--- src/rtl/pll_lock_sequencer_pkg.sv ---
// pll_seq_pkg: shared types and constants for the PLL lock sequencer.
//   seq_state_e : sequencer states
//   RETRY_W     : width of the retry counter
//   LOSS_W      : width of the optional lock-loss event counter
//   cnt_width() : width of the shared cycle counter for a set of limits
package pll_seq_pkg;

  typedef enum logic [2:0] {
    PWRDN     = 3'd0,
    WAIT_LOCK = 3'd1,
    STABLE    = 3'd2,
    RUN       = 3'd3,
    FAILED    = 3'd4
  } seq_state_e;

  localparam int RETRY_W = 4;
  localparam int LOSS_W  = 8;

  // One counter serves every timed state, so it is sized for the largest
  // limit, plus one bit of headroom.
  function automatic int cnt_width(input int a, input int b, input int c);
    int m;
    m = a;
    if (b > m) m = b;
    if (c > m) m = c;
    return $clog2(m) + 1;
  endfunction

endpackage

--- src/rtl/pll_lock_sequencer_sync_bit.sv ---
// sync_bit: N-stage single-bit synchroniser into the clk domain.
//   clk   : destination clock
//   rst_n : asynchronous active-low reset, output resets to 0
//   d     : asynchronous input bit
//   q     : synchronised output (N clk edges of latency)
module sync_bit #(
  parameter int N = 2
) (
  input  logic clk,
  input  logic rst_n,
  input  logic d,
  output logic q
);

  logic [N-1:0] sync_q;
  logic [N-1:0] sync_d;

  always_comb begin
    sync_d = {sync_q[N-2:0], d};
  end

  always_ff @(posedge clk or negedge rst_n) begin
    if (!rst_n) begin
      sync_q <= '0;
    end else begin
      sync_q <= sync_d;
    end
  end

  assign q = sync_q[N-1];

endmodule

--- src/rtl/pll_lock_sequencer.sv ---
// pll_lock_sequencer: sequences PLL power-up, lock qualification and
// lock-loss recovery, and produces a REF_CLK_0-domain system reset that is
// released only once lock has been stable for STABLE_CYCLES.
//   REF_CLK_0         : free-running reference clock (only clock)
//   RESET_N           : asynchronous active-low reset
//   PLL_LOCK_0        : PLL lock, asynchronous, synchronised internally
//   RESTART           : one-cycle pulse, restart from PWRDN, clear FAIL/retries
//   PLL_POWERDOWN_N_0 : to the PLL, 0 = power down
//   SYS_RESET_N       : system reset, active low, high only in RUN
//   READY             : high in RUN
//   FAIL              : sticky, set when retries are exhausted
//   LOCK_LOST         : one-cycle pulse when lock drops in RUN
//   RETRY_COUNT       : power-cycle attempts consumed
//   dbg_state         : current sequencer state, for debug/checkers
//   LOSS_COUNT        : saturating count of LOCK_LOST events, present only
//                       when PLL_LOCK_SEQ_LOSS_CNT_EN is defined; cleared by
//                       RESET_N only
// All outputs are registered.
module pll_lock_sequencer
  import pll_seq_pkg::*;
#(
  parameter int PD_CYCLES     = 16,
  parameter int LOCK_TIMEOUT  = 65536,
  parameter int STABLE_CYCLES = 1024,
  parameter int MAX_RETRIES   = 3,
  parameter int SYNC_STAGES   = 2
) (
  input  logic               REF_CLK_0,
  input  logic               RESET_N,
  input  logic               PLL_LOCK_0,
  input  logic               RESTART,
  output logic               PLL_POWERDOWN_N_0,
  output logic               SYS_RESET_N,
  output logic               READY,
  output logic               FAIL,
  output logic               LOCK_LOST,
  output logic [RETRY_W-1:0] RETRY_COUNT,
  output logic [2:0]         dbg_state
`ifdef PLL_LOCK_SEQ_LOSS_CNT_EN
  ,
  output logic [LOSS_W-1:0]  LOSS_COUNT
`endif
);

  localparam int CNT_W = cnt_width(PD_CYCLES, LOCK_TIMEOUT, STABLE_CYCLES);
  localparam logic [CNT_W-1:0]   PD_LAST = CNT_W'(PD_CYCLES - 1);
  localparam logic [CNT_W-1:0]   TO_LAST = CNT_W'(LOCK_TIMEOUT - 1);
  localparam logic [CNT_W-1:0]   ST_LAST = CNT_W'(STABLE_CYCLES - 1);
  localparam logic [RETRY_W-1:0] RETRY_MAX = RETRY_W'(MAX_RETRIES);

  logic lock_s;

  sync_bit #(.N(SYNC_STAGES)) u_lock_sync (
    .clk   (REF_CLK_0),
    .rst_n (RESET_N),
    .d     (PLL_LOCK_0),
    .q     (lock_s)
  );

  seq_state_e         state_q, state_d;
  logic [CNT_W-1:0]   cnt_q, cnt_d;
  logic [RETRY_W-1:0] retry_q, retry_d;
  logic               pd_n_q, pd_n_d;
  logic               sys_rst_n_q, sys_rst_n_d;
  logic               ready_q, ready_d;
  logic               fail_q, fail_d;
  logic               lock_lost_q, lock_lost_d;

  // cnt_q holds the number of cycles already spent in the current state and
  // is cleared on every state entry, so a state with limit L expires on the
  // edge where cnt_q == L-1.
  always_comb begin
    state_d     = state_q;
    cnt_d       = cnt_q + 1'b1;
    retry_d     = retry_q;
    lock_lost_d = 1'b0;

    if (RESTART) begin
      state_d = PWRDN;
      retry_d = '0;
    end else begin
      case (state_q)
        PWRDN: begin
          if (cnt_q == PD_LAST) state_d = WAIT_LOCK;
        end
        WAIT_LOCK: begin
          if (lock_s) begin
            state_d = STABLE;
          end else if (cnt_q == TO_LAST) begin
            if (retry_q < RETRY_MAX) begin
              retry_d = retry_q + 1'b1;
              state_d = PWRDN;
            end else begin
              state_d = FAILED;
            end
          end
        end
        STABLE: begin
          // A drop on the expiry cycle itself still wins over RUN.
          if (!lock_s) state_d = WAIT_LOCK;
          else if (cnt_q == ST_LAST) state_d = RUN;
        end
        RUN: begin
          cnt_d = cnt_q;
          if (!lock_s) begin
            state_d     = STABLE;
            lock_lost_d = 1'b1;
          end
        end
        FAILED: begin
          cnt_d = cnt_q;
        end
        default: begin
          state_d = PWRDN;
        end
      endcase
    end

    // RESTART re-enters PWRDN even from PWRDN, so it also clears the count.
    if (RESTART || (state_d != state_q)) cnt_d = '0;

    // Outputs are registered from the next state so they line up with it.
    pd_n_d      = (state_d == WAIT_LOCK) || (state_d == STABLE) || (state_d == RUN);
    sys_rst_n_d = (state_d == RUN);
    ready_d     = (state_d == RUN);
    fail_d      = (state_d == FAILED);
  end

  always_ff @(posedge REF_CLK_0 or negedge RESET_N) begin
    if (!RESET_N) begin
      state_q     <= PWRDN;
      cnt_q       <= '0;
      retry_q     <= '0;
      pd_n_q      <= 1'b0;
      sys_rst_n_q <= 1'b0;
      ready_q     <= 1'b0;
      fail_q      <= 1'b0;
      lock_lost_q <= 1'b0;
    end else begin
      state_q     <= state_d;
      cnt_q       <= cnt_d;
      retry_q     <= retry_d;
      pd_n_q      <= pd_n_d;
      sys_rst_n_q <= sys_rst_n_d;
      ready_q     <= ready_d;
      fail_q      <= fail_d;
      lock_lost_q <= lock_lost_d;
    end
  end

  assign PLL_POWERDOWN_N_0 = pd_n_q;
  assign SYS_RESET_N       = sys_rst_n_q;
  assign READY             = ready_q;
  assign FAIL              = fail_q;
  assign LOCK_LOST         = lock_lost_q;
  assign RETRY_COUNT       = retry_q;
  assign dbg_state         = state_q;

`ifdef PLL_LOCK_SEQ_LOSS_CNT_EN
  logic [LOSS_W-1:0] loss_q, loss_d;

  always_comb begin
    loss_d = loss_q;
    if (lock_lost_d && (loss_q != '1)) loss_d = loss_q + 1'b1;
  end

  always_ff @(posedge REF_CLK_0 or negedge RESET_N) begin
    if (!RESET_N) begin
      loss_q <= '0;
    end else begin
      loss_q <= loss_d;
    end
  end

  assign LOSS_COUNT = loss_q;
`endif

endmodule

--- config.mk ---
export PLATFORM = sky130hd
export DESIGN_NAME = pll_lock_sequencer
export DESIGN_NICKNAME = d
export VERILOG_FILES = /design/src/rtl/pll_lock_sequencer_pkg.sv /design/src/rtl/pll_lock_sequencer_sync_bit.sv /design/src/rtl/pll_lock_sequencer.sv
export SDC_FILE = /design/constraint.sdc
export NUM_CORES = 1
export LEC_CHECK = 0
export ABC_AREA = 1
export CORE_AREA = 2 2 58 60
export DETAILED_ROUTE_END_ITERATION = 6
export DIE_AREA = 0 0 60 62
export GPL_TIMING_DRIVEN = 0
export PLACE_DENSITY_LB_ADDON = 0.08
export SETUP_SLACK_MARGIN = 0.2
export SLEW_MARGIN = 20
export SYNTH_ARGS = -nofsm -noshare
export SYNTH_HDL_FRONTEND = slang
export SYNTH_HIERARCHICAL = 1
export SYNTH_SLANG_ARGS = --single-unit
--- constraint.sdc ---
create_clock -name REF_CLK_0 -period 3 [get_ports REF_CLK_0]
set_clock_uncertainty 0.15 [all_clocks]
set_input_delay 0.6 -clock REF_CLK_0 [delete_from_list [all_inputs] [get_ports REF_CLK_0]]
set_output_delay 0.6 -clock REF_CLK_0 [all_outputs]
set_load 0.005 [all_outputs]
Word level (Yosys, flattened, before mapping)
Index checks and enable logic that the tools add are counted.
{"block": "word_totals", "reg_bits": 30, "wordCells": 54, "input_bits": 4}
{"block": "op_classes", "reduce_logical": 9, "n_eq_ne": 14, "muxes": 20, "addsub": 2, "n_lt_le_gt_ge": 1}
{"op": "$mux 17", "n": 3}
{"op": "$mux 3", "n": 8}
{"op": "$mux 4", "n": 5}
{"op": "$add 17x1->17 const B", "n": 1}
{"op": "$eq 17x10->1 const B", "n": 1}
{"op": "$eq 17x16->1 const B", "n": 1}
{"op": "$eq 17x4->1 const B", "n": 1}
{"op": "$pmux 3 s5", "n": 1}
{"op": "$eq 3x2->1 const B", "n": 4}
{"op": "$eq 3x1->1 const B", "n": 2}
{"op": "$eq 3x3->1 const B", "n": 2}
{"op": "$reduce_bool 2->1", "n": 3}
{"op": "$add 4x1->4 const B", "n": 1}
{"op": "$lt 4x2->1 const B", "n": 1}
{"op": "$reduce_and 4->1", "n": 1}
{"op": "$logic_not 3->1", "n": 1}
{"op": "$logic_or 1x1->1", "n": 3}
{"op": "$mux 1", "n": 3}
{"op": "$ne 3x1->1 const B", "n": 1}
{"op": "$ne 3x3->1", "n": 1}
{"op": "$ne 2x2->1 const B", "n": 1}
{"op": "$reduce_or 2->1", "n": 1}

Longest topological paths before layout
{"block": "logic_depth", "depth_word": 9, "mapped_depth": 21, "depth_no_buf": 20}

Cells and area by module
The synthesis kept the hierarchy.
{"module": "pll_lock_sequencer", "area_per_inst_um2": 1570.3, "cells_each": 200, "seq_area_each_um2": 700.7, "n_inst": 1}
{"module": "sync_bit", "area_per_inst_um2": 50.0, "cells_each": 2, "seq_area_each_um2": 50.0, "n_inst": 1}

Worst setup path before layout
No wires, ideal clock.
{"block": "synth_timing", "path_kind": "reg2reg", "startpoint": "register cnt_q[0]", "endpoint": "register cnt_q[13]", "path_slack_ps": 502, "period_less_slack_ps": 2498, "t_arrival_ps": 2228, "stages_incl_launch_ff": 21, "n_path_buf": 1, "required_ps": 2729, "cell_sequence": "dfrtp_1 > ha_1 > nand3_1 > nor2_2 > nand2_1 > nor3_1 > nand2_1 > nor3_1 > ha_1 > inv_1 > nand4_1 > nand2_1 > inv_1 > nand2_1 > inv_1 > nand2_2 > nand2_2 > nand2_1 > nand3_4 > buf_6 > nor2_2"}
{"block": "synth_between", "elab_chain_cells": 8, "elab_cells_between_ends": 17}
{"item": "start: declaration", "line_no": "pll_lock_sequencer.sv:61", "source": "logic [CNT_W-1:0] cnt_q, cnt_d;"}
{"item": "start signal: assignment", "line_no": "pll_lock_sequencer.sv:141", "source": "cnt_q <= cnt_d;"}
{"item": "$eq 17x10->1 or $eq 17x16->1 (tied branches)", "line_no": "pll_lock_sequencer.sv:101, pll_lock_sequencer.sv:89"}
{"item": "$mux 3, on equally long branches", "line_no": "pll_lock_sequencer.sv:101, pll_lock_sequencer.sv:89"}
{"item": "$mux 3, on equally long branches", "line_no": "pll_lock_sequencer.sv:100, pll_lock_sequencer.sv:87"}
{"item": "$pmux 3 s5", "line_no": "pll_lock_sequencer.sv:82", "source": "case (state_q)"}
{"item": "$mux 3", "line_no": "pll_lock_sequencer.sv:78", "source": "if (RESTART) begin"}
{"item": "$ne 3x3->1", "line_no": "pll_lock_sequencer.sv:120", "source": "if (RESTART || (state_d != state_q)) cnt_d = '0;"}
{"item": "$logic_or 1x1->1", "line_no": "pll_lock_sequencer.sv:120"}
{"item": "$ne 3x1->1 (no line) or $mux 17 (tied branches)"}
Several ways; a longest one is shown, not always the timed one. The select of a mux whose other input is x is not followed.
A chain may end at the register's enable or synchronous reset.

Final worst setup path
{"block": "layout_timing", "startpoint": "register cnt_q[1]", "endpoint": "register cnt_q[13]"}
Same word-level chain as after synthesis.

==> impl_metrics.py <==
metrics = {
    "outcome": {
        "status": "complete, no violations",
    },
    "yosys": {
        "synth_top_area_cell": "dfrtp_1",
        "ys.flop_type": "dfrtp_1",
        "synth.area.top_cells": "dfrtp_1 (46%), nand2_1 (9.3%), nor2_1 (7.9%)",
        "synth_cell_type_count": 23,
        "synth-seq-cells": 30,
        "syn_area_sq_um": 1620,
        "synth_top_cell_area_share_pct": 46.3,
        "syn_inst": 202,
        "yosysMostFrequentCell": "nand2_1",
        "synth_edf_count": 0,
        "synth_fp_nets": 209,
        "yosysSeqAreaShare_pct": 46.3,
        "synth_warnings": 6,
        "synth_common_cells": "nand2_1 (40), nor2_1 (34), dfrtp_1 (30)",
        "syn_area_per_cell_sq_um": 8.02,
        "synthArstFlopShare_pct": 100,
    },
    "layout": {
        "nets": 243,
        "layout-drive-gt1-share_pct": 23.2,
        "diodes": 0,
        "fillers": 290,
        "synthToLayoutAreaGrowth_pct": 27.5,
        "final_area_sq_um": 2070,
    },
    "routing": {
        "drt-wirelength-per-cell_um": 12.1,
        "viasPerCell": 4.90,
        "wirelength_mm": 3.42,
        "met2_length_mm": 1.68,
        "wl_met3_um": 135,
        "routed.top_layer": "met4",
        "first_pass_iters": 4,
        "detail_route.iter0.violations": 35,
        "met1_length_mm": 1.47,
        "antenna_left": 0,
        "drc_errors": 0,
        "vias": 1388,
    },
    "critical_path": {
        "worst_r2r_path_depth": 20,
        "cp-start-kind": "flop",
        "crit_arrival_ps": 2770,
        "r2r_start": "cnt_q[1]",
        "worstSetupEndpointType": "flop",
        "worstPathRequired_ps": 3090,
        "regToRegEndpoint": "cnt_q[13]",
        "crit_type": "flop to flop",
        "worst-path-max-fanout": 5,
        "r2r_setup_slack_ps": 320,
    },
    "place": {
        "dp_hpwl_mm": 2.29,
        "gp_congestion": 0.829,
        "dp_slack_ps": 100,
        "io_buffers": 14,
        "place_area_sq_um": 1810,
    },
    "job": {
        "max_cap_violations": 0,
    },
    "cts": {
        "clock-sinks": 30,
        "insertion_delay_ps": 350,
        "numCtsBuffers": 5,
        "cts_root_buffer": "clkbuf_4",
        "cts_buffer_depth": 2,
        "cts-hold-fix-buffers": 0,
        "cts_max_level": 2,
        "clk_pin_slew_ps": 100,
        "cts_tree": "yes",
    },
    "timing": {
        "final.setup.worst_slack_ps": 316,
        "slew_headroom_pct": 54.3,
        "fin_tns_setup_ps": 0,
        "timing.fmax_mhz": 373,
        "rsz0062_at_grt": "true",
        "final-setup-viol-count": 0,
        "fin_crit_ps": 2680,
        "timing.final.crit_share_pct": 89.5,
        "hold_viol": 0,
        "worst_pin_slew_ps": 686,
        "slew_violations": 0,
    },
    "floorplanning": {
        "die_area_sq_um": 3720,
        "die_w_um": 60,
        "initial_core_util_pct": 51.0,
        "fp-row-count": 21,
        "die_y_um": 62,
        "core_sq_um": 3180,
        "ioPinCount": 16,
    },
    "global_routing": {
        "grt_overflow": 0,
        "grt_pass1_wl_mm": 5.50,
        "grt_max_degree": 31,
        "grt_pass1_vias": 1267,
        "grt_usage_pct": 20.4,
        "antenna_found_initial": 0,
    },
    "power": {
        "peakVddDrop_v": 0.000342,
        "p_per_area_nw_per_um2": 350,
        "p_leak_nw": 0.964,
        "power_mw": 0.724,
    },
    "worst_hold_path": {
        "worstHoldPathType": "input pin to asynchronous set/reset pin",
    },
}
-- cells by family after synthesis --
| logic type | count (synthesis) | synth area share (%) |
|---|---|---|
| buffers and inverters | 33 | 8.57 |
| xor gates and xnor gates | 13 | 7.03 |
| AOI/OAI and AO/OA | 10 | 3.86 |
| DFF | 30 | 46.3 |
| and+or+nand+nor | 113 | 31.9 |
| adders and majority gates | 3 | 2.32 |
-- stage by stage --
stage / utilization [%] / cells / hold WS, ps
floorplan: - / 202 / 154
global placement: 57.2 / 262 / 185
detailed placement: 57.0 / 262 / 191
CTS: 59.7 / 272 / 142
global route: 65.0 / 283 / 179
finish: 65.0 / 283 / 126
-- final cells by class --
class | count | area [sq um] | share of cell area (%)
clock buffer | 7 | 55.1 | 2.67
sequential | 30 | 751 | 36.3
inverter | 30 | 113 | 5.45
clock inverter | 1 | 5.00 | 0.242
tap | 46 | 57.6 | 2.79
multi-input combinational | 139 | 787 | 38.1
buffer | 3 | 35.0 | 1.70
timing repair buffer | 27 | 263 | 12.7
-- worst max path at each step --
stage | from | endpoint | slack [ps] | cells past startpoint
final | cnt_q[1] | cnt_q[13] | 320 | 20
after global routing | cnt_q[1] | cnt_q[9] | 120 | 20
after CTS | cnt_q[1] | cnt_q[7] | 230 | 20
after detailed placement | cnt_q[0] | cnt_q[7] | 100 | 20
after global placement | cnt_q[0] | cnt_q[6] | 150 | 20
after floorplan | cnt_q[0] | cnt_q[13] | 500 | 20
-- critical path, stage by stage, from the launching register on --
cell	delay, ps
dfrtp_1	420
ha_4	180
nand3_4	90
nor2_4	110
nand2_2	90
nor3_4	210
nand2_1	90
nor3_2	160
ha_2	220
inv_2	40
nand4_1	60
nand2_1	60
inv_1	50
nand2_1	40
inv_1	60
nand2_2	50
nand2_2	90
nand2_2	70
nand3_4	130
clkbuf_16	170
nor2_2	30
-- report_power, final --
| group | internal [mW] | switching (mW) | leakage, nW |
|---|---|---|---|
| sequential | 0.409 | 0.00615 | 0.412 |
| combinational | 0.0246 | 0.0274 | 0.517 |
| clock | 0.113 | 0.144 | 0.0353 |
| total | 0.547 | 0.177 | 0.964 |
-- cell usage in the layout, fill, tap and decap left out, types with 2 or more instances in the layout --
master and count:
nand3_4 2, clkdlybuf4s50_1 13, nand2_1 37, buf_12 2
clkbuf_4 5, buf_4 13, dfrtp_1 30, nand3b_1 2
inv_2 3, nand4_1 3, o211ai_1 2, xor2_1 11
a21oi_1 2, nor3_1 4, nor2_1 34, nand2_2 7
o21ai_0 3, inv_1 27, nand3_1 8, xnor2_1 2
nor2_2 13
-- registers in the layout (all words and copies together), names as in the netlist --
register,flops
u_lock_sync/sync_q,2
FAIL,1
dbg_state,3
cnt_q,17
READY,1
RETRY_COUNT,4
PLL_POWERDOWN_N_0,1
LOCK_LOST,1
-- what timing repair did --
item | CTS | global route
pin swaps | 0 | 10
cloned | 0 | 1
hold endpoints to repair | 0 | 0
resized for setup | 3 | 12
setup buffers | 2 | 10
setup endpoints to repair | 10 | 17
-- per-layer routing --
layer,up-vias,track usage [%]
li1,697,-
met5,-,0
met4,0,13.3
met3,14,4.76
met2,40,31.2
met1,637,26.1
No activity file was read; power rests on OpenSTA's default activity.
